### src/rtl/mux_arbiter.sv
// mux_arbiter: packet-level round-robin arbiter for a 2:1 output mux.
// Holds a grant from head to tail, flags protocol violations and counts transferred flits.
module mux_arbiter #(
    parameter int unsigned FLITW     = 66,
    parameter logic [1:0]  TYPE_NONE = 2'b00,
    parameter logic [1:0]  TYPE_HEAD = 2'b01,
    parameter logic [1:0]  TYPE_DATA = 2'b10,
    parameter logic [1:0]  TYPE_TAIL = 2'b11,
    parameter int unsigned CNTW      = 16
) (
    input  logic             clk,
    input  logic             rst_,
    input  logic [FLITW-1:0] idata_0,
    input  logic             ivalid_0,
    input  logic [FLITW-1:0] idata_1,
    input  logic             ivalid_1,
    input  logic             oready,
    output logic [1:0]       sel,
    output logic             iready_0,
    output logic             iready_1,
    output logic             busy,
    output logic             err,
    output logic [CNTW-1:0]  flit_cnt
);

    typedef enum logic [1:0] {
        IDLE = 2'b00,
        GNT0 = 2'b01,
        GNT1 = 2'b10
    } state_e;

    state_e          state_q, state_d;
    logic            prio_q, prio_d;
    logic            err_q, err_d;
    logic [1:0]      open_q, open_d;
    logic [CNTW-1:0] cnt_q, cnt_d;

    logic [1:0] ftype [2];
    logic [1:0] ivalid;
    logic [1:0] gnt;
    logic [1:0] xfer;
    logic [1:0] req;
    logic       winner;
    logic       rearb;
    logic       unused_payload;

    assign ftype[0]       = idata_0[FLITW-1:FLITW-2];
    assign ftype[1]       = idata_1[FLITW-1:FLITW-2];
    assign unused_payload = ^{idata_0[FLITW-3:0], idata_1[FLITW-3:0]};
    assign ivalid         = {ivalid_1, ivalid_0};

    // Grant-side outputs decode from the state register only.
    assign gnt      = {state_q == GNT1, state_q == GNT0};
    assign sel      = gnt;
    assign busy     = |gnt;
    assign iready_0 = gnt[0] & oready;
    assign iready_1 = gnt[1] & oready;
    assign err      = err_q;
    assign flit_cnt = cnt_q;

    assign xfer   = ivalid & gnt & {2{oready}};
    assign req    = {ivalid[1] && (ftype[1] == TYPE_HEAD),
                     ivalid[0] && (ftype[0] == TYPE_HEAD)};
    assign winner = (&req) ? prio_q : req[1];

    // Next-state: arbitrate when idle or when the owner's tail transfers.
    always_comb begin
        state_d = state_q;
        prio_d  = prio_q;
        err_d   = err_q;
        open_d  = open_q;
        cnt_d   = cnt_q;
        rearb   = 1'b0;

        case (state_q)
            IDLE:    rearb = 1'b1;
            GNT0:    rearb = xfer[0] && (ftype[0] == TYPE_TAIL);
            GNT1:    rearb = xfer[1] && (ftype[1] == TYPE_TAIL);
            default: rearb = 1'b1;
        endcase

        if (rearb) begin
            if (|req) begin
                state_d = winner ? GNT1 : GNT0;
                prio_d  = ~winner;
            end else begin
                state_d = IDLE;
            end
        end

        for (int k = 0; k < 2; k++) begin
            if (xfer[k]) begin
                if ((ftype[k] == TYPE_NONE) || ((ftype[k] == TYPE_HEAD) && open_q[k])) begin
                    err_d = 1'b1;
                end else if (ftype[k] == TYPE_HEAD) begin
                    open_d[k] = 1'b1;
                end else if (ftype[k] == TYPE_TAIL) begin
                    open_d[k] = 1'b0;
                end
            end
            // Body flit offered by an input that has no packet in flight.
            if (ivalid[k] && !gnt[k] && !open_q[k] &&
                ((ftype[k] == TYPE_DATA) || (ftype[k] == TYPE_TAIL))) begin
                err_d = 1'b1;
            end
        end

        if ((|xfer) && (cnt_q != {CNTW{1'b1}})) begin
            cnt_d = cnt_q + CNTW'(1);
        end
    end

    always_ff @(posedge clk or negedge rst_) begin
        if (!rst_) begin
            state_q <= IDLE;
            prio_q  <= 1'b0;
            err_q   <= 1'b0;
            open_q  <= 2'b00;
            cnt_q   <= '0;
        end else begin
            state_q <= state_d;
            prio_q  <= prio_d;
            err_q   <= err_d;
            open_q  <= open_d;
            cnt_q   <= cnt_d;
        end
    end

endmodule

### config.mk
export PLATFORM = sky130hd
export DESIGN_NAME = mux_arbiter
export DESIGN_NICKNAME = d
export VERILOG_FILES = /design/src/rtl/mux_arbiter.sv
export SDC_FILE = /design/constraint.sdc
export NUM_CORES = 1
export LEC_CHECK = 0
export CORE_ASPECT_RATIO = 0.6
export CORE_UTILIZATION = 27
export DETAILED_ROUTE_END_ITERATION = 7
export PLACE_DENSITY = 0.92
export SETUP_SLACK_MARGIN = 0.1
export SLEW_MARGIN = 20
export SYNTH_ARGS = -nofsm -noshare
export SYNTH_HDL_FRONTEND = slang
export SYNTH_SLANG_ARGS = --single-unit
### constraint.sdc
create_clock -name clk -period 2.4 [get_ports clk]
set_input_delay 0.48 -clock clk [delete_from_list [all_inputs] [get_ports clk]]
set_output_delay 0.48 -clock clk [all_outputs]
set_load 0.05 [all_outputs]
==> results.json <==
{
  "status": "completed",
  "top_layer_used": "met4",
  "postRouteAntennaNets": 0,
  "p_leak_nw": 0.781,
  "die_w_um": 89.1,
  "io_pins": 159,
  "maxCapViolCount": 0,
  "nFillCells": 436,
  "cp_cell_sequence": "clkdlybuf4s50_1",
  "avgSynthCellArea_um2": 10.2,
  "num_vias": 1101,
  "routed_wl_um": 3140,
  "wl_per_cell_um": 14.4,
  "ys_top_cells_by_count": "dfrtp_1, nand2_1, xor2_1",
  "post_synth_mux_area_share": 0.0387,
  "drt_pass1_iterations": 4,
  "synth_top_family_by_area": "simple AND/OR/NAND/NOR gates",
  "fin_setup_tns_ns": 0,
  "m1WireLength_um": 1490,
  "slowest_delay_ns": 0.86,
  "syn-num-nets": 262,
  "startpoint": "flit_cnt[7]",
  "ys.warnings.count": 0,
  "period_minus_slack_ns": 2.11,
  "cts_sinks": 22,
  "gp_congestion": 0.835,
  "syn_inst": 121,
  "post-route-util": 0.405,
  "clk_pin_slew_worst_paths_ns": 0.08,
  "drt_iter0_drc": 68,
  "synthAdderAreaFrac": 0.0407,
  "area_growth_pct": 39.4,
  "setup_viol": 0,
  "die_y_um": 54.3,
  "path_delay_family": "buffers and inverters",
  "synth.area.top_cells": "dfrtp_1, xor2_1, ha_1",
  "yosysMostFrequentCell": "dfrtp_1",
  "clock_latency_ns": 0.27,
  "wl_met2_um": 1440,
  "hold_start": "err",
  "cts_root_buf": "clkbuf_8",
  "grt.total_usage": 0.140,
  "timing.final.max_slew_violations": 0,
  "synth_top_area_share": 0.448,
  "synth_top_flop_cell": "dfrtp_1",
  "synth_area_leader_cell": "dfrtp_1",
  "path_buf_inv": 1,
  "relSlewSlack": 0.592,
  "ys_types": 35,
  "drc": 0,
  "critPathLaunchType": "register",
  "hold_viol_final": 0,
  "routed-wl-met3_um": 174,
  "ys_ff_latch": 22,
  "setup.worst_path.class": "reg -> out",
  "dp_hpwl_um": 2400,
  "num_rows": 18,
  "fmax_ghz": 0.474,
  "cp.arrival_ns": 1.63,
  "ys_seq_area_frac": 0.448,
  "worst_pin_slew_ns": 0.608,
  "cts_setup_buffers": 0,
  "antenna_found_initial": 0,
  "grt_max_degree": 23,
  "core_mm2": 0.00423,
  "yosys.area_share.simple": 0.301,
  "pwr_density_cell_mw_per_mm2": 684,
  "rsz0062_at_grt": "no",
  "cts_tree": "built",
  "fin_nets": 300,
  "critPathMaxFanout": 9,
  "endpoint_kind": "output port",
  "crit_required_ns": 1.92,
  "synth_compound_area_frac": 0.0774,
  "dieArea_mm2": 0.00483,
  "htreeDepth": 1,
  "r2r-start": "flit_cnt[0]",
  "cpMaxStageDelayCell": "clkdlybuf4s50_1",
  "layout-drive-gt1-share": 0.139,
  "ir_drop_uv": 673,
  "synthArstFlopShare": 1.00,
  "start_util": 0.290,
  "via_per_inst": 5.05,
  "synth_edf_count": 0,
  "numCtsBuffers": 3,
  "synth_xor_area_frac": 0.0784,
  "grt_overflow": 0,
  "portBuffers": 30,
  "diodes": 0,
  "finalClockSkew_ns": 0.00608,
  "grt_pass1_vias": 1001,
  "grt_pass1_wl_um": 4940,
  "netlist_area_mm2": 0.00123,
  "hold_class": "reg -> reg",
  "clk_path_buf_depth": 2,
  "period_share": 0.879
}
## cell families after synthesis
family	count (synthesis)
AO/OA/AOI/OAI	15
XOR/XNOR	11
AND/OR/NAND/NOR	60
multiplexers	4
flip-flops	22
buffers and inverters	5
adder cells (fa/ha/maj)	4
## final timing paths
check                               end  slack (ns)  cells past startpoint
setup / recovery            flit_cnt[7]        0.29                      1
hold / removal                      err        0.52                      2
setup reg to reg           flit_cnt[13]        0.40                      5
hold reg to reg                     err        0.52                      2
max in group asynchronous     open_q[0]        1.62                      2
min in group asynchronous           err        0.56                      2
## through the flow
step                setup WS, ns  total power, mW  hold slack [ns]  instances  instance area (um^2)
global placement           0.246            0.812            0.485        214                  1640
floorplan                  0.183            0.682            0.184        121                  1230
detailed placement         0.225            0.832            0.500        214                  1640
global route               0.240             1.22            0.547        218                  1710
finish                     0.291             1.17            0.515        218                  1710
CTS                        0.296             1.18            0.520        218                  1710
## what timing repair did
action / CTS / global route
gates resized for setup: 2 / 0
hold endpoints to repair: 0 / 0
setup endpoints to repair: 2 / 0
hold buffers: 0 / 0
## state kept, by name (all words and copies together), names as in the netlist
register,count
err,1
flit_cnt,16
open_q,2
prio_q,1
state_q,2
## cells in the final DEF, fill, tap and decap left out, drive strengths merged, types with 2 or more instances in the layout
| cell type | count |
|---|---|
| ha | 4 |
| nand3 | 9 |
| clkdlybuf4s50 | 25 |
| nor3 | 8 |
| inv | 5 |
| buf | 6 |
| and3 | 2 |
| nor4 | 5 |
| nand2b | 2 |
| and2 | 2 |
| dfrtp | 22 |
| nor2 | 6 |
| o21ai | 6 |
| nand4 | 11 |
| dlygate4sd2 | 2 |
| nand2 | 11 |
| mux2 | 3 |
| clkbuf | 3 |
| a21oi | 2 |
| xor2 | 11 |
## report_power, final
| group | switching, mW | internal (mW) | leakage (nW) |
|---|---|---|---|
| combinational | 0.212 | 0.128 | 0.453 |
| sequential | 0.0690 | 0.415 | 0.293 |
| clock | 0.125 | 0.223 | 0.0357 |
| total | 0.406 | 0.766 | 0.781 |
## metal layers
metal  up-vias  global-route usage
li1        522                   -
met1       538               0.180
met2        35               0.230
met3         6              0.0437
met4         0              0.0370
met5         -                   0
## layout make-up
type	instances	area, um^2	share of cell area
tap	60	75.1	0.0438
timing repair buffer	33	338	0.197
multi-input combinational	94	659	0.385
sequential	22	551	0.321
clock inverter	1	30.0	0.0175
clock buffer	3	41.3	0.0241
inverter	5	18.8	0.0110
Power figures use the tool's default switching activity.
